File: config.mk
export PLATFORM = sky130hd
export DESIGN_NAME = obstacle_scheduler
export DESIGN_NICKNAME = d
export VERILOG_FILES = /design/src/rtl/dino_pkg.sv /design/src/rtl/dino_lfsr16.sv /design/src/rtl/obstacle_scheduler.sv
export SDC_FILE = /design/constraint.sdc
export NUM_CORES = 1
export LEC_CHECK = 0
export CORE_UTILIZATION = 60
export DETAILED_ROUTE_END_ITERATION = 6
export PLACE_DENSITY = 0.85
export RECOVER_POWER = 50
export SLEW_MARGIN = 10
export SYNTH_ARGS = -nofsm -noshare
export SYNTH_HDL_FRONTEND = slang
export SYNTH_HIERARCHICAL = 1
export SYNTH_SLANG_ARGS = --single-unit
File: constraint.sdc
create_clock -name i_clk -period 6 [get_ports i_clk]
set_input_delay 1.5 -clock i_clk [delete_from_list [all_inputs] [get_ports i_clk]]
set_output_delay 1.5 -clock i_clk [all_outputs]
set_load 0.05 [all_outputs]
File: src/rtl/dino_pkg.sv
// Shared types and constants for the obstacle pool logic.
package dino_pkg;

    localparam int unsigned SCREEN_W = 640;
    localparam int unsigned X_W      = 10;
    localparam int unsigned SPEED_W  = 4;

    localparam logic [15:0] LFSR_SEED = 16'hACE1;

    typedef enum logic [2:0] {
        StIdle,
        StWait,
        StMove,
        StSpawn,
        StHalt
    } sched_state_t;

    typedef struct packed {
        logic           active;
        logic           is_bird;
        logic [X_W-1:0] x;
    } slot_t;

endpackage

File: src/rtl/dino_lfsr16.sv
// 16-bit Fibonacci LFSR, taps 16,14,13,11. Seed load has priority over advance.
module dino_lfsr16 #(
    parameter logic [15:0] SEED = 16'hACE1
) (
    input  logic        i_clk,
    input  logic        i_rst_n,
    input  logic        i_en,
    input  logic        i_load,
    input  logic [15:0] i_seed,
    output logic [15:0] o_q
);

    logic [15:0] lfsr_q;
    logic        feedback;

    assign feedback = lfsr_q[15] ^ lfsr_q[13] ^ lfsr_q[12] ^ lfsr_q[10];

    // Shift register with synchronous reset to the seed.
    always_ff @(posedge i_clk) begin
        if (!i_rst_n) begin
            lfsr_q <= SEED;
        end else if (i_load) begin
            lfsr_q <= i_seed;
        end else if (i_en) begin
            lfsr_q <= {lfsr_q[14:0], feedback};
        end
    end

    assign o_q = lfsr_q;

endmodule

File: src/rtl/obstacle_scheduler.sv
// Frame-rate controller for the obstacle pool: per-frame scroll, retire and spawn of
// NUM_SLOTS slots, game run state and scroll-speed ramp.
// Build option: define OBSTACLE_BIRD_EN to let spawns pick bird/cactus from lfsr[8];
// otherwise only cacti spawn. LFSR sequence and gap timing are the same in both builds.
module obstacle_scheduler
    import dino_pkg::*;
#(
    parameter int unsigned NUM_SLOTS         = 4,
    parameter int unsigned SPAWN_X           = SCREEN_W,
    parameter int unsigned INIT_SPEED        = 2,
    parameter int unsigned MAX_SPEED         = 8,
    parameter int unsigned SPEED_STEP_FRAMES = 600,
    parameter int unsigned MIN_GAP_FRAMES    = 40,
    parameter logic [7:0]  GAP_MASK          = 8'h3F
) (
    input  logic                     i_clk,
    input  logic                     i_rst_n,
    input  logic                     i_animate,
    input  logic                     i_start,
    input  logic                     i_collide,
    output logic [NUM_SLOTS-1:0]     o_active,
    output logic [NUM_SLOTS*X_W-1:0] o_x,
    output logic [NUM_SLOTS-1:0]     o_is_bird,
    output logic [SPEED_W-1:0]       o_speed,
    output logic                     o_running,
    output logic                     o_frame_done
);

    localparam int unsigned IDX_W = $clog2(NUM_SLOTS);
    localparam int unsigned CNT_W = (SPEED_STEP_FRAMES > 2) ? $clog2(SPEED_STEP_FRAMES) : 1;
    localparam int unsigned GAP_W = $clog2(MIN_GAP_FRAMES + 256);

    sched_state_t     state_q, state_d;
    slot_t            slots_q [NUM_SLOTS];
    slot_t            slots_d [NUM_SLOTS];
    logic [IDX_W-1:0] idx_q, idx_d;
    logic [SPEED_W-1:0] speed_q, speed_d;
    logic [CNT_W-1:0] cnt_q, cnt_d;
    logic [GAP_W-1:0] gap_q, gap_d;
    logic             frame_done_q;
    logic             running_q;

    logic             restart;
    logic [15:0]      lfsr_q;
    logic             spawn_bird;
    logic [X_W-1:0]   speed_x;
    logic             free_found;
    logic [IDX_W-1:0] free_idx;

    assign restart = ((state_q == StIdle) || (state_q == StHalt)) && i_start;
    assign speed_x = {{(X_W-SPEED_W){1'b0}}, speed_q};

    dino_lfsr16 #(
        .SEED (LFSR_SEED)
    ) u_lfsr (
        .i_clk   (i_clk),
        .i_rst_n (i_rst_n),
        .i_en    (state_q == StSpawn),
        .i_load  (restart),
        .i_seed  (LFSR_SEED),
        .o_q     (lfsr_q)
    );

`ifdef OBSTACLE_BIRD_EN
    assign spawn_bird = lfsr_q[8];
`else
    logic unused_lfsr;
    assign unused_lfsr = ^lfsr_q[15:8];
    assign spawn_bird  = 1'b0;
`endif

    // State register.
    always_ff @(posedge i_clk) begin
        if (!i_rst_n) begin
            state_q <= StIdle;
        end else begin
            state_q <= state_d;
        end
    end

    // Next-state: collision beats animate in WAIT; MOVE walks every slot once.
    always_comb begin
        state_d = state_q;
        case (state_q)
            StIdle, StHalt: if (i_start) state_d = StWait;
            StWait: begin
                if (i_collide) begin
                    state_d = StHalt;
                end else if (i_animate) begin
                    state_d = StMove;
                end
            end
            StMove:  if (idx_q == IDX_W'(NUM_SLOTS - 1)) state_d = StSpawn;
            StSpawn: state_d = StWait;
            default: state_d = StIdle;
        endcase
    end

    // Datapath next values: scroll/retire in MOVE, speed ramp and spawn in SPAWN.
    always_comb begin
        slots_d    = slots_q;
        idx_d      = idx_q;
        speed_d    = speed_q;
        cnt_d      = cnt_q;
        gap_d      = gap_q;
        free_found = 1'b0;
        free_idx   = '0;

        // Descending scan so the lowest free index wins.
        for (int k = NUM_SLOTS - 1; k >= 0; k--) begin
            if (!slots_q[k].active) begin
                free_found = 1'b1;
                free_idx   = IDX_W'(k);
            end
        end

        if (restart) begin
            for (int k = 0; k < NUM_SLOTS; k++) begin
                slots_d[k] = '0;
            end
            idx_d   = '0;
            speed_d = SPEED_W'(INIT_SPEED);
            cnt_d   = '0;
            gap_d   = GAP_W'(MIN_GAP_FRAMES);
        end else begin
            case (state_q)
                StWait: if (!i_collide && i_animate) idx_d = '0;
                StMove: begin
                    if (slots_q[idx_q].active) begin
                        // Retire instead of subtracting so x never wraps below zero.
                        if (slots_q[idx_q].x < speed_x) begin
                            slots_d[idx_q].active = 1'b0;
                        end else begin
                            slots_d[idx_q].x = slots_q[idx_q].x - speed_x;
                        end
                    end
                    idx_d = (idx_q == IDX_W'(NUM_SLOTS - 1)) ? '0 : idx_q + 1'b1;
                end
                StSpawn: begin
                    if (cnt_q == CNT_W'(SPEED_STEP_FRAMES - 1)) begin
                        cnt_d   = '0;
                        speed_d = (speed_q >= SPEED_W'(MAX_SPEED)) ? SPEED_W'(MAX_SPEED)
                                                                   : speed_q + 1'b1;
                    end else begin
                        cnt_d = cnt_q + 1'b1;
                    end
                    if (gap_q != '0) begin
                        gap_d = gap_q - 1'b1;
                    end else if (free_found) begin
                        slots_d[free_idx].active  = 1'b1;
                        slots_d[free_idx].is_bird = spawn_bird;
                        slots_d[free_idx].x       = X_W'(SPAWN_X);
                        gap_d = GAP_W'(MIN_GAP_FRAMES) + GAP_W'(lfsr_q[7:0] & GAP_MASK);
                    end
                    // Pool full: gap stays at zero and the spawn retries next frame.
                end
                default: ;
            endcase
        end
    end

    // Datapath and registered status outputs.
    always_ff @(posedge i_clk) begin
        if (!i_rst_n) begin
            for (int k = 0; k < NUM_SLOTS; k++) begin
                slots_q[k] <= '0;
            end
            idx_q        <= '0;
            speed_q      <= SPEED_W'(INIT_SPEED);
            cnt_q        <= '0;
            gap_q        <= GAP_W'(MIN_GAP_FRAMES);
            frame_done_q <= 1'b0;
            running_q    <= 1'b0;
        end else begin
            for (int k = 0; k < NUM_SLOTS; k++) begin
                slots_q[k] <= slots_d[k];
            end
            idx_q        <= idx_d;
            speed_q      <= speed_d;
            cnt_q        <= cnt_d;
            gap_q        <= gap_d;
            frame_done_q <= (state_d == StSpawn);
            running_q    <= (state_d == StWait) || (state_d == StMove) ||
                            (state_d == StSpawn);
        end
    end

    for (genvar g = 0; g < NUM_SLOTS; g++) begin : g_slot_out
        assign o_active[g]          = slots_q[g].active;
        assign o_is_bird[g]         = slots_q[g].is_bird;
        assign o_x[g*X_W +: X_W]    = slots_q[g].x;
    end

    assign o_speed      = speed_q;
    assign o_running    = running_q;
    assign o_frame_done = frame_done_q;

endmodule
==> reports/summary.txt <==
Required @ worst endpoint: 6.27 ns
pwr dens: 203 nW/um^2
simple-gate portion of the synthesized area: 0.197
crit path kind: input pin to flop
Unique masters post-synth: 83
fin. max-slew vios: 0
sequential fraction of the synthesis area: 0.368
Synth Area in Compound Gates: 0.192
WHS: 0.455 ns
Port Buffers: 54
H-tree depth: 3
mean post-synth cell area: 9.42 sq um
Num Clock Sinks: 90
share of layout cells above drive strength 1: 0.108
Root Buffer: clkbuf_8
Worst Tran Pin Value: 1.43 ns
GP Congestion: 0.907
worst reg2reg setup slack: 2.01 ns
Yosys reg bits: 90
first-pass GRT wire length: 20,700 um
final hold vios: 0
via count: 4,340
IO Count: 59
worst hold start: gap_q[8]$_SDFFE_PP0P_
TNS Setup: 0 ns
CTS tree: done
clk_lat worst skew: 0.37 ns
Worst Path Arrival: 4.78 ns
drt initial violations: 347
slew margin rel.: 0.0443
critical path launch point: i_start
f_max: 222 MHz
mux cell area share after synthesis: 0.127
total track usage: 0.313
post-layout util: 0.731
combinational family with the most area after synthesis: simple AND/OR/NAND/NOR gates
Post-route DRC: 0
CTS Buf Count: 9
cell row count: 32
CTS-repair resized insts: 0
Area growth, synth to finish: 16.8%
Die Area: 8520 sq um
Worst Path Max Fanout: 25
Post-Place Worst Slack: 1.92 ns
Final ANT Viol Nets: 0
xor-xnor portion of the synthesized cell area: 0.0251
status: finished clean
reg2reg start: idx_q[1]$_SDFFE_PP0P_
vias per cell: 6.34
setup bufs post-CTS: 0
main flop type after synthesis: dfxtp_1
yosys synthesis warning count: 6
GRT overflow: 0
Chip Width: 92.3 um
Max Cap Viol: 0
fin crit period: 4.51 ns
hpwl dp: 8830 um
P_leak: 2.31 nW
Total Wirelength: 12,800 um
initial antenna violation count: 0
CP startpoint kind: input pin
CP peak stage delay: 1.07 ns
Max Root-Sink Buffers: 2
# diodes: 0
CP endpoint kind: flop
Pre-antenna DRT Iters: 5
Finish-stage setup viols: 0
vias in the first global route: 4,104
Worst VDD drop: 0.130 mV
HP Class: flop to flop
final worst slack: 1.49 ns
nets@finish: 597
post-route clock period utilization: 0.752
RSZ-0062 raised after global routing: no
Wirelength per Cell: 18.7 um
Cell Chain, Critical Path: dlygate4sd3_1 > or3b_2 > nand2_1 > clkbuf_1 > a211oi_1 > and3_1 > a31o_1
Die H: 92.3 um
skew final: 0.0126 ns
clk slew on worst S/H paths: 0.09 ns
ys async rst share: 0
largest net degree at the start of global routing: 33
hold_buf cts: 0
CORE AREA: 7810 sq um
Cell Area, Synth: 4890 sq um
cell at the slowest stage of the critical path: clkbuf_1
Mapped Cells: 519
Pwr Total: 1.16 mW
Post-synth EDFFs: 0
Initial Utilization: 0.626
post-synthesis adder-cell area fraction: 0.0373
==> placed cells by master, fill, tap and decap left out, types with 6 or more instances in the layout <==
master,count
and3_1,6
conb_1,20
mux2i_1,20
nand3_1,10
dlygate4sd3_1,47
or3_1,6
dfxtp_1,90
clkbuf_8,9
nand4_1,6
inv_1,19
a211oi_1,6
nor2_1,34
a31oi_1,7
nor3_1,13
xor2_1,8
nand2_1,57
a32o_1,10
ha_1,13
xnor2_1,6
o21ai_0,13
a21oi_1,31
mux2_4,6
mux2_2,7
mux4_2,10
a22o_1,6
clkdlybuf4s50_1,7
==> worst paths after layout <==
kind | to | cells after the start
max | o_x[23]$_SDFFE_PP0P_ | 7
min | gap_q[8]$_SDFFE_PP0P_ | 2
max reg2reg | o_x[1]$_SDFFE_PP0P_ | 11
min reg2reg | gap_q[8]$_SDFFE_PP0P_ | 2
==> cells by family after synthesis <==
logic type,after synthesis
buffers and inverters,51
muxes,44
other,2
AOI/OAI and AO/OA,125
adders and majority gates,14
and+or+nand+nor,179
xor gates and xnor gates,14
DFF,90
==> state kept, by name, summed over array words and instances (netlist names) <==
name and flops:
cnt_q 10, gap_q 9, idx_q 2, o_active 4, o_frame_done 1, o_running 1
o_speed 4, o_x 40, state_q 3, u_lfsr/o_q 16
==> synth_stat cells (3+ instances only) <==
master / instances / share of area
dfxtp_1: 90 / 0.37
nand2_1: 57 / 0.044
nor2_1: 34 / 0.026
a21oi_1: 31 / 0.032
mux2i_1: 20 / 0.041
inv_1: 18 / 0.014
clkbuf_1: 13 / 0.010
ha_1: 13 / 0.033
nor3_1: 13 / 0.013
o21ai_0: 13 / 0.013
a32o_1: 10 / 0.020
mux4_2: 10 / 0.046
nand3_1: 10 / 0.010
xor2_1: 8 / 0.014
a31oi_1: 7 / 0.0090
mux2_2: 7 / 0.016
a211oi_1: 6 / 0.0092
a22o_1: 6 / 0.011
and3_1: 6 / 0.0077
buf_4: 6 / 0.0092
mux2_4: 6 / 0.018
nand4_1: 6 / 0.0077
or3_1: 6 / 0.0077
xnor2_1: 6 / 0.011
buf_1: 5 / 0.0038
nand3b_1: 5 / 0.0077
nor2b_1: 5 / 0.0064
nor4_1: 5 / 0.0064
a22oi_1: 4 / 0.0061
or2_2: 4 / 0.0051
a21o_1: 3 / 0.0046
a221oi_1: 3 / 0.0054
a311oi_1: 3 / 0.0054
a31o_1: 3 / 0.0054
a41oi_1: 3 / 0.0054
and2_1: 3 / 0.0038
buf_6: 3 / 0.0069
nor4b_1: 3 / 0.0054
o31a_1: 3 / 0.0054
==> report_power, final <==
group          switching (mW)  internal [mW]
Sequential            0.00890          0.607
Clock                   0.225          0.236
Combinational          0.0557         0.0286
==> worst max-delay path: cells and delay by family <==
family / cells / cell delay (ns)
AO/OA/AOI/OAI: 2 / 0.49
buffers and inverters: 2 / 1.62
AND/OR/NAND/NOR: 3 / 1.16
==> metrics by stage <==
step	cells	instance area, sq um
floorplan	537	4960
global placement	669	5500
detailed placement	669	5500
CTS	685	5710
global route	685	5710
finish	685	5710
==> area by class of cell <==
cell class              instances  area [sq um]
repair buffers                 60           582
flip-flops and latches         90          1800
well taps                     102           128
clock buffers                  10           128
fillers                       618          2100
clock inverters                 6          91.3
multi-input cells             396          2900
inverters                      21          78.8
==> per-layer routing <==
metal  GRT usage  vias up  part of all wire  wire length (um)
li1            -     2032                 -                 -
met2       0.475      226              0.44              5640
met4       0.115        0             0.023               294
met3      0.0481       27             0.082              1050
met5           0        -                 0                 0
met1       0.449     2055              0.45              5790
(Power assumes the default switching activity.)
